--- src/rtl/bcd_operand_entry_pkg.sv ---
// rtl/bcd_operand_entry_pkg.sv - key codes, state encoding and defaults for bcd_operand_entry
package bcd_operand_entry_pkg;

  localparam int NDIGITS_DEF = 3;

  localparam logic [3:0] KEY_DIGIT_MAX = 4'd9;
  localparam logic [3:0] KEY_PLUS      = 4'd10;
  localparam logic [3:0] KEY_MINUS     = 4'd11;
  localparam logic [3:0] KEY_EQ        = 4'd12;
  localparam logic [3:0] KEY_NEG       = 4'd13;
  localparam logic [3:0] KEY_BKSP      = 4'd14;
  localparam logic [3:0] KEY_CLEAR     = 4'd15;

  typedef enum logic [1:0] {
    ST_ENTER_A = 2'd0,
    ST_ENTER_B = 2'd1,
    ST_ISSUE   = 2'd2,
    ST_DONE    = 2'd3
  } state_t;

  function automatic logic is_digit(input logic [3:0] k);
    return k <= KEY_DIGIT_MAX;
  endfunction

endpackage

--- src/rtl/bcd_operand_entry_digit_shreg.sv ---
// rtl/bcd_operand_entry_digit_shreg.sv - per-operand BCD digit shift register with digit counter
module bcd_digit_shreg #(
  parameter int NDIGITS = 3,
  parameter int CW      = $clog2(NDIGITS + 1)
) (
  input  logic                 clk,
  input  logic                 rst,
  input  logic                 push,
  input  logic                 pop,
  input  logic                 clr,
  input  logic                 load,
  input  logic [3:0]           din,
  input  logic [4*NDIGITS-1:0] load_val,
  output logic [4*NDIGITS-1:0] val,
  output logic [CW-1:0]        cnt
);

  localparam int W = 4 * NDIGITS;

  // clr together with push restarts the operand with din as its only digit
  always_ff @(posedge clk or posedge rst) begin
    if (rst) begin
      val <= '0;
      cnt <= '0;
    end else if (load) begin
      val <= load_val;
      cnt <= CW'(NDIGITS);
    end else if (clr) begin
      val <= push ? {{(W-4){1'b0}}, din} : '0;
      cnt <= push ? CW'(1) : '0;
    end else if (push && (cnt < CW'(NDIGITS))) begin
      val <= {val[W-5:0], din};
      cnt <= cnt + 1'b1;
    end else if (pop && (cnt != '0)) begin
      val <= val >> 4;
      cnt <= cnt - 1'b1;
    end
  end

endmodule

--- src/rtl/bcd_operand_entry.sv ---
// rtl/bcd_operand_entry.sv - keypad operand entry for the signed BCD add/sub datapath
// Optional result chaining in DONE is enabled by defining CHAIN_RESULT_EN.
module bcd_operand_entry
  import bcd_operand_entry_pkg::*;
#(
  parameter int NDIGITS = NDIGITS_DEF
) (
  input  logic                 clk,
  input  logic                 rst,
  input  logic                 key_valid,
  input  logic [3:0]           key_code,
  output logic                 key_ready,
  output logic [4*NDIGITS-1:0] a_bcd,
  output logic [4*NDIGITS-1:0] b_bcd,
  output logic                 a_sign,
  output logic                 b_sign,
  output logic                 mode,
  output logic                 issue,
  output logic                 entry_b,
  input  logic [4*NDIGITS-1:0] res_bcd,
  input  logic                 res_sign,
  input  logic                 res_cout
);

  localparam int CW = $clog2(NDIGITS + 1);

  state_t        state, nxt_state;
  logic          acc, digit;
  logic          a_push, a_pop, a_clr, a_load;
  logic          b_push, b_pop, b_clr;
  logic          mode_n, a_sign_n, b_sign_n;
  logic [CW-1:0] a_cnt_unused, b_cnt;

  assign acc   = key_valid && key_ready;
  assign digit = is_digit(key_code);

  always_comb begin
    nxt_state = state;
    a_push = 1'b0; a_pop = 1'b0; a_clr = 1'b0; a_load = 1'b0;
    b_push = 1'b0; b_pop = 1'b0; b_clr = 1'b0;
    mode_n = mode; a_sign_n = a_sign; b_sign_n = b_sign;
    if (state == ST_ISSUE) begin
      nxt_state = ST_DONE;
    end else if (acc && key_code == KEY_CLEAR) begin
      a_clr = 1'b1; b_clr = 1'b1;
      mode_n = 1'b0; a_sign_n = 1'b0; b_sign_n = 1'b0;
      nxt_state = ST_ENTER_A;
    end else if (acc) begin
      case (state)
        ST_ENTER_A: begin
          if (digit)                       a_push = 1'b1;
          else if (key_code == KEY_BKSP)   a_pop = 1'b1;
          else if (key_code == KEY_NEG)    a_sign_n = ~a_sign;
          else if (key_code == KEY_PLUS || key_code == KEY_MINUS) begin
            mode_n = (key_code == KEY_MINUS);
            b_clr = 1'b1; b_sign_n = 1'b0;
            nxt_state = ST_ENTER_B;
          end
        end
        ST_ENTER_B: begin
          if (digit)                       b_push = 1'b1;
          else if (key_code == KEY_BKSP)   b_pop = 1'b1;
          else if (key_code == KEY_NEG)    b_sign_n = ~b_sign;
          else if (key_code == KEY_EQ)     nxt_state = ST_ISSUE;
          else if ((key_code == KEY_PLUS || key_code == KEY_MINUS) && b_cnt == '0)
            mode_n = (key_code == KEY_MINUS);
        end
        ST_DONE: begin
          if (digit) begin
            a_clr = 1'b1; a_push = 1'b1; b_clr = 1'b1;
            mode_n = 1'b0; a_sign_n = 1'b0; b_sign_n = 1'b0;
            nxt_state = ST_ENTER_A;
          end else if (key_code == KEY_EQ) begin
            nxt_state = ST_ISSUE;
          end
`ifdef CHAIN_RESULT_EN
          // an overflowed result cannot be represented as A, so the key is dropped
          else if ((key_code == KEY_PLUS || key_code == KEY_MINUS) && !res_cout) begin
            a_load = 1'b1; a_sign_n = res_sign;
            mode_n = (key_code == KEY_MINUS);
            b_clr = 1'b1; b_sign_n = 1'b0;
            nxt_state = ST_ENTER_B;
          end
`endif
        end
        default: nxt_state = state;
      endcase
    end
  end

`ifndef CHAIN_RESULT_EN
  logic unused_res;
  assign unused_res = ^{res_bcd, res_sign, res_cout};
`endif

  always_ff @(posedge clk or posedge rst) begin
    if (rst) begin
      state     <= ST_ENTER_A;
      mode      <= 1'b0;
      a_sign    <= 1'b0;
      b_sign    <= 1'b0;
      issue     <= 1'b0;
      key_ready <= 1'b1;
      entry_b   <= 1'b0;
    end else begin
      state     <= nxt_state;
      mode      <= mode_n;
      a_sign    <= a_sign_n;
      b_sign    <= b_sign_n;
      issue     <= (nxt_state == ST_ISSUE);
      key_ready <= (nxt_state != ST_ISSUE);
      entry_b   <= (nxt_state != ST_ENTER_A);
    end
  end

  bcd_digit_shreg #(.NDIGITS(NDIGITS), .CW(CW)) u_a (
    .clk(clk), .rst(rst), .push(a_push), .pop(a_pop), .clr(a_clr), .load(a_load),
    .din(key_code), .load_val(res_bcd), .val(a_bcd), .cnt(a_cnt_unused)
  );

  bcd_digit_shreg #(.NDIGITS(NDIGITS), .CW(CW)) u_b (
    .clk(clk), .rst(rst), .push(b_push), .pop(b_pop), .clr(b_clr), .load(1'b0),
    .din(key_code), .load_val({4*NDIGITS{1'b0}}), .val(b_bcd), .cnt(b_cnt)
  );

endmodule

--- config.mk ---
export PLATFORM = sky130hd
export DESIGN_NAME = bcd_operand_entry
export DESIGN_NICKNAME = d
export VERILOG_FILES = /design/src/rtl/bcd_operand_entry_pkg.sv /design/src/rtl/bcd_operand_entry_digit_shreg.sv /design/src/rtl/bcd_operand_entry.sv
export SDC_FILE = /design/constraint.sdc
export NUM_CORES = 1
export LEC_CHECK = 0
export BUFFER_PORTS_ARGS = -buffer_cell sky130_fd_sc_hd__buf_2
export CAP_MARGIN = 25
export CORE_UTILIZATION = 26
export DETAILED_ROUTE_END_ITERATION = 10
export GPL_ROUTABILITY_DRIVEN = 0
export PLACE_DENSITY_LB_ADDON = 0.2
export SLEW_MARGIN = 20
export SYNTH_ARGS = -nofsm -noshare
export SYNTH_HDL_FRONTEND = slang
export SYNTH_HIERARCHICAL = 1
export SYNTH_SLANG_ARGS = --single-unit
export TNS_END_PERCENT = 100
--- constraint.sdc ---
create_clock -name clk -period 6.12 [get_ports clk]
set_input_delay 0.918 -clock clk [delete_from_list [all_inputs] [get_ports clk]]
set_output_delay 0.918 -clock clk [all_outputs]
set_load 0.02 [all_outputs]
==> impl_metrics.prom <==
# TYPE chip_impl_metric gauge
chip_impl_info{name="outcome",value="finished, final reports clean"} 1
chip_impl_metric{name="worst_skew_pair.late_latency",unit="ns"} 0.28
chip_impl_metric{name="detailedRoute.firstIterationViolations",unit=""} 89
chip_impl_info{name="timing.critical_path.max_delay_family",value="compound AO/OA/AOI/OAI gates"} 1
chip_impl_metric{name="clock-skew-final",unit="ns"} 0.008480
chip_impl_metric{name="dr_total_vias",unit=""} 2196
chip_impl_metric{name="arrival",unit="ns"} 3.65
chip_impl_info{name="tritoncts",value="done"} 1
chip_impl_info{name="topRoutingLayerUsed",value="met4"} 1
chip_impl_metric{name="pin_count",unit=""} 51
chip_impl_metric{name="post_cts.repair.setup_buffers",unit=""} 0
chip_impl_metric{name="worst-r2r-setup-slack",unit="ns"} 2.64
chip_impl_info{name="worst_setup_path_startpoint",value="state[0]"} 1
chip_impl_metric{name="crit_required",unit="ns"} 6.29
chip_impl_metric{name="netlist_instances",unit=""} 271
chip_impl_metric{name="detailed_route_wire_length_per_cell",unit="um"} 14.29
chip_impl_info{name="setup_repair_after_global_routing_missed_its_margin",value="false"} 1
chip_impl_metric{name="drt_pass1_iterations",unit=""} 4
chip_impl_metric{name="grt_pass1_vias",unit=""} 2025
chip_impl_metric{name="p_clk_frac",unit=""} 0.142
chip_impl_metric{name="final.period_utilization",unit=""} 0.5684
chip_impl_metric{name="hold_buffers",unit=""} 0
chip_impl_metric{name="pwr-share-comb",unit=""} 0.516
chip_impl_metric{name="p_sw",unit="mW"} 0.5691
chip_impl_metric{name="cp.depth",unit=""} 11
chip_impl_info{name="critPathCaptureType",value="flip-flop"} 1
chip_impl_metric{name="clkSinkCount",unit=""} 36
chip_impl_metric{name="critical-path-max-stage-delay",unit="ns"} 0.65
chip_impl_metric{name="antenna_found_initial",unit=""} 0
chip_impl_metric{name="met1Wirelength",unit="um"} 3074
chip_impl_metric{name="yosysTopAreaCellShare",unit=""} 0.3418
chip_impl_metric{name="netlist_area",unit="sq um"} 2562
chip_impl_info{name="path_cells",value="inv_1 > ha_1 > and3_1 > a21oi_1 > o22ai_1 > nand2b_1 > a21oi_1 > or2_1 > o32ai_4 > a222oi_1 > inv_1"} 1
chip_impl_metric{name="numCtsBuffers",unit=""} 5
chip_impl_info{name="worstSetupEndpoint",value="u_b/val[9]"} 1
chip_impl_metric{name="grt_pass1_wl",unit="um"} 10520
chip_impl_metric{name="cts-htree-levels",unit=""} 2
chip_impl_metric{name="setup_viol_count_final",unit=""} 0
chip_impl_metric{name="max_capacitance_violation_total",unit=""} 0
chip_impl_info{name="yosys.area.top_type",value="dfrtp_1"} 1
chip_impl_metric{name="dieWidth",unit="um"} 101.3
chip_impl_metric{name="final-max-slew-violation-count",unit=""} 0
chip_impl_info{name="post-synth-top-count-cell",value="dfrtp_1"} 1
chip_impl_metric{name="cp_num_buf_inv",unit=""} 2
chip_impl_metric{name="final-hold-violation-count",unit=""} 0
chip_impl_metric{name="power.static_leakage",unit="nW"} 1.261
chip_impl_metric{name="p_per_area",unit="nW/um^2"} 424.4
chip_impl_metric{name="part_of_the_yosys_area_used_for_sequential_elements",unit=""} 0.3521
chip_impl_info{name="ys.flop_type",value="dfrtp_1"} 1
chip_impl_metric{name="grt_start_max_net_pins",unit=""} 20
chip_impl_metric{name="initial_utilization",unit=""} 0.2734
chip_impl_info{name="clockRootBuffer",value="clkbuf_8"} 1
chip_impl_metric{name="grt.overflow.total",unit=""} 0
chip_impl_metric{name="ys_async_sr_fraction",unit=""} 1.000
chip_impl_metric{name="numPortBuffers",unit=""} 48
chip_impl_metric{name="cp_max_fo",unit=""} 19
chip_impl_info{name="netlist_top_cells_count",value="dfrtp_1, inv_1, a21oi_1, nand2_1, o21ai_0"} 1
chip_impl_metric{name="max_freq",unit="MHz"} 287.5
chip_impl_metric{name="detail_route.wirelength",unit="um"} 6459
chip_impl_metric{name="p_int",unit="mW"} 0.6910
chip_impl_metric{name="finish.utilization",unit=""} 0.3168
chip_impl_metric{name="dr_wl_met2",unit="um"} 3040
chip_impl_info{name="worst_r2r_endpoint",value="u_b/val[9]"} 1
chip_impl_metric{name="num-fill-cells",unit=""} 1023
chip_impl_metric{name="synth_edf_count",unit=""} 0
chip_impl_metric{name="synth_area_per_cell",unit="sq um"} 9.456
chip_impl_info{name="yosys-top-cells-area",value="dfrtp_1, mux2i_1, a21oi_1"} 1
chip_impl_metric{name="layout-drive-gt1-share",unit=""} 0.2663
chip_impl_metric{name="post_synthesis_register_bit_count",unit=""} 36
chip_impl_info{name="critPathLaunchType",value="flip-flop"} 1
chip_impl_metric{name="areaGrowthSynthToFinish",unit="%"} 15.87
chip_impl_metric{name="drcViolationCount",unit=""} 0
chip_impl_metric{name="cts_buffer_depth",unit=""} 2
chip_impl_metric{name="finalSetupTns",unit="ns"} 0
chip_impl_info{name="crit_path_top_delay_cell",value="a21oi_1"} 1
chip_impl_metric{name="design.final.nets",unit=""} 347
chip_impl_metric{name="tightestPinTransition",unit="ns"} 0.8578
chip_impl_metric{name="clkTransAtPathRegs",unit="ns"} 0.08
chip_impl_info{name="min_path_type",value="reg -> reg"} 1
chip_impl_metric{name="floorplan.core_area",unit="sq um"} 9371
chip_impl_metric{name="track_usage",unit=""} 0.1315
chip_impl_metric{name="synth-warning-count",unit=""} 6
chip_impl_info{name="criticalPathCategory",value="reg -> reg"} 1
chip_impl_metric{name="finalCriticalPeriod",unit="ns"} 3.478
chip_impl_metric{name="worst-r2r-cell-count",unit=""} 11
chip_impl_metric{name="power_switching_share",unit=""} 0.4516
chip_impl_metric{name="routed_via_density",unit=""} 4.858
chip_impl_metric{name="fp-row-count",unit=""} 35
chip_impl_metric{name="worst_ir_drop_vdd",unit="mV"} 0.1560
chip_impl_metric{name="netlist-cell-type-count",unit=""} 55
chip_impl_metric{name="die_y",unit="um"} 101.3
chip_impl_metric{name="antenna_left",unit=""} 0
chip_impl_metric{name="timing.slew.headroom",unit=""} 0.4281
chip_impl_metric{name="cts.repair.resized",unit=""} 0
chip_impl_metric{name="detailedPlacementHpwl",unit="um"} 4492
chip_impl_metric{name="die_area",unit="sq um"} 10260
chip_impl_metric{name="antenna-diode-count",unit=""} 0
chip_impl_info{name="r2r_start",value="state[0]"} 1
chip_impl_metric{name="power_frac_seq",unit=""} 0.342
chip_impl_metric{name="routed-wl-met3",unit="um"} 299
## sequential cells by signal, summed over array words and instances (netlist names), 2 cells and up
register	cells
state	2
u_a/val	12
u_b/val	12
u_b/cnt	2
u_a/cnt	2
## cell families (layout without fill, tap and decap cells)
family	count (synthesis)	count (layout)	synth area share
AO/OA/AOI/OAI	93	93	0.2900
AND/OR/NAND/NOR	75	75	0.1670
buffers and inverters	42	77	0.08886
flip-flops	36	36	0.3521
multiplexers	20	20	0.08105
adder cells (fa/ha/maj)	4	4	0.01953
other	1	18	0.001463
## cells in the final DEF (no fill, tap or decap), types with 3 or more instances in the layout
cell / Yosys / layout
buf_2: 5 / 48
dfrtp_1: 35 / 35
inv_1: 21 / 21
nand2_1: 20 / 20
a21oi_1: 20 / 20
conb_1: 1 / 18
o21ai_0: 17 / 17
mux2i_1: 14 / 14
nand3_1: 7 / 7
nor2_1: 6 / 6
nor3_1: 6 / 6
clkbuf_8: 0 / 6
mux2_2: 6 / 6
a2bb2oi_1: 6 / 6
a21oi_2: 6 / 6
o221ai_1: 5 / 5
nor2b_1: 4 / 4
o21ai_1: 4 / 4
and3_1: 4 / 4
ha_1: 4 / 4
a31oi_1: 4 / 4
a22o_1: 4 / 4
a222oi_1: 4 / 4
o32ai_4: 3 / 3
a21boi_2: 3 / 3
or2_1: 3 / 3
and3b_1: 3 / 3
nor3b_1: 3 / 3
## layout make-up
type                            count  area (sq um)  share of cell area
Tap cell                          129         161.4             0.05436
Multi-Input combinational cell    210          1496              0.5040
Timing Repair Buffer               48         240.2             0.08091
Inverter                           21         78.83             0.02655
Sequential cell                    36         902.1              0.3038
Clock buffer                        8         90.09             0.03034
## worst min-delay path by stage
stage                     startpoint          to  depth (start not counted)
after floorplan           u_a/cnt[0]  u_a/cnt[0]                          2
after global placement          mode        mode                          2
after detailed placement        mode        mode                          2
after CTS                       mode        mode                          2
after global routing            mode        mode                          2
final                           mode        mode                          2
## stage by stage
step                      instance area (sq um)  hold WS, ns  worst slack (ns)  power [mW]  std cells
after floorplan                            2626       0.5864             3.329      0.9239        288
after global placement                     2879       0.4787             2.386       1.085        444
after detailed placement                   2879       0.4887             2.414       1.090        444
after CTS                                  2969       0.5073             2.638       1.278        452
after global routing                       2969       0.5228             2.321       1.363        452
final                                      2969       0.4974             2.642       1.260        452
## power groups by stage
stage,logic (mW),registers (mW),clock network [mW]
global route,0.719,0.446,0.198
floorplan,0.403,0.521,0
global placement,0.651,0.434,0
finish,0.650,0.431,0.179
detailed placement,0.652,0.437,0
CTS,0.655,0.434,0.189
## worst min-delay path: cells and delay by family, from the launching register on
kind | cells | cell delay, ns
AOI/OAI and AO/OA | 2 | 0.12
DFF | 1 | 0.35
## layer usage
| metal | vias up | track usage |
|---|---|---|
| met1 | 1057 | 0.1815 |
| met3 | 4 | 0.02346 |
| met5 | - | 0 |
| met2 | 55 | 0.2114 |
| li1 | 1080 | - |
| met4 | 0 | 0.03456 |
(Power assumes the default switching activity.)
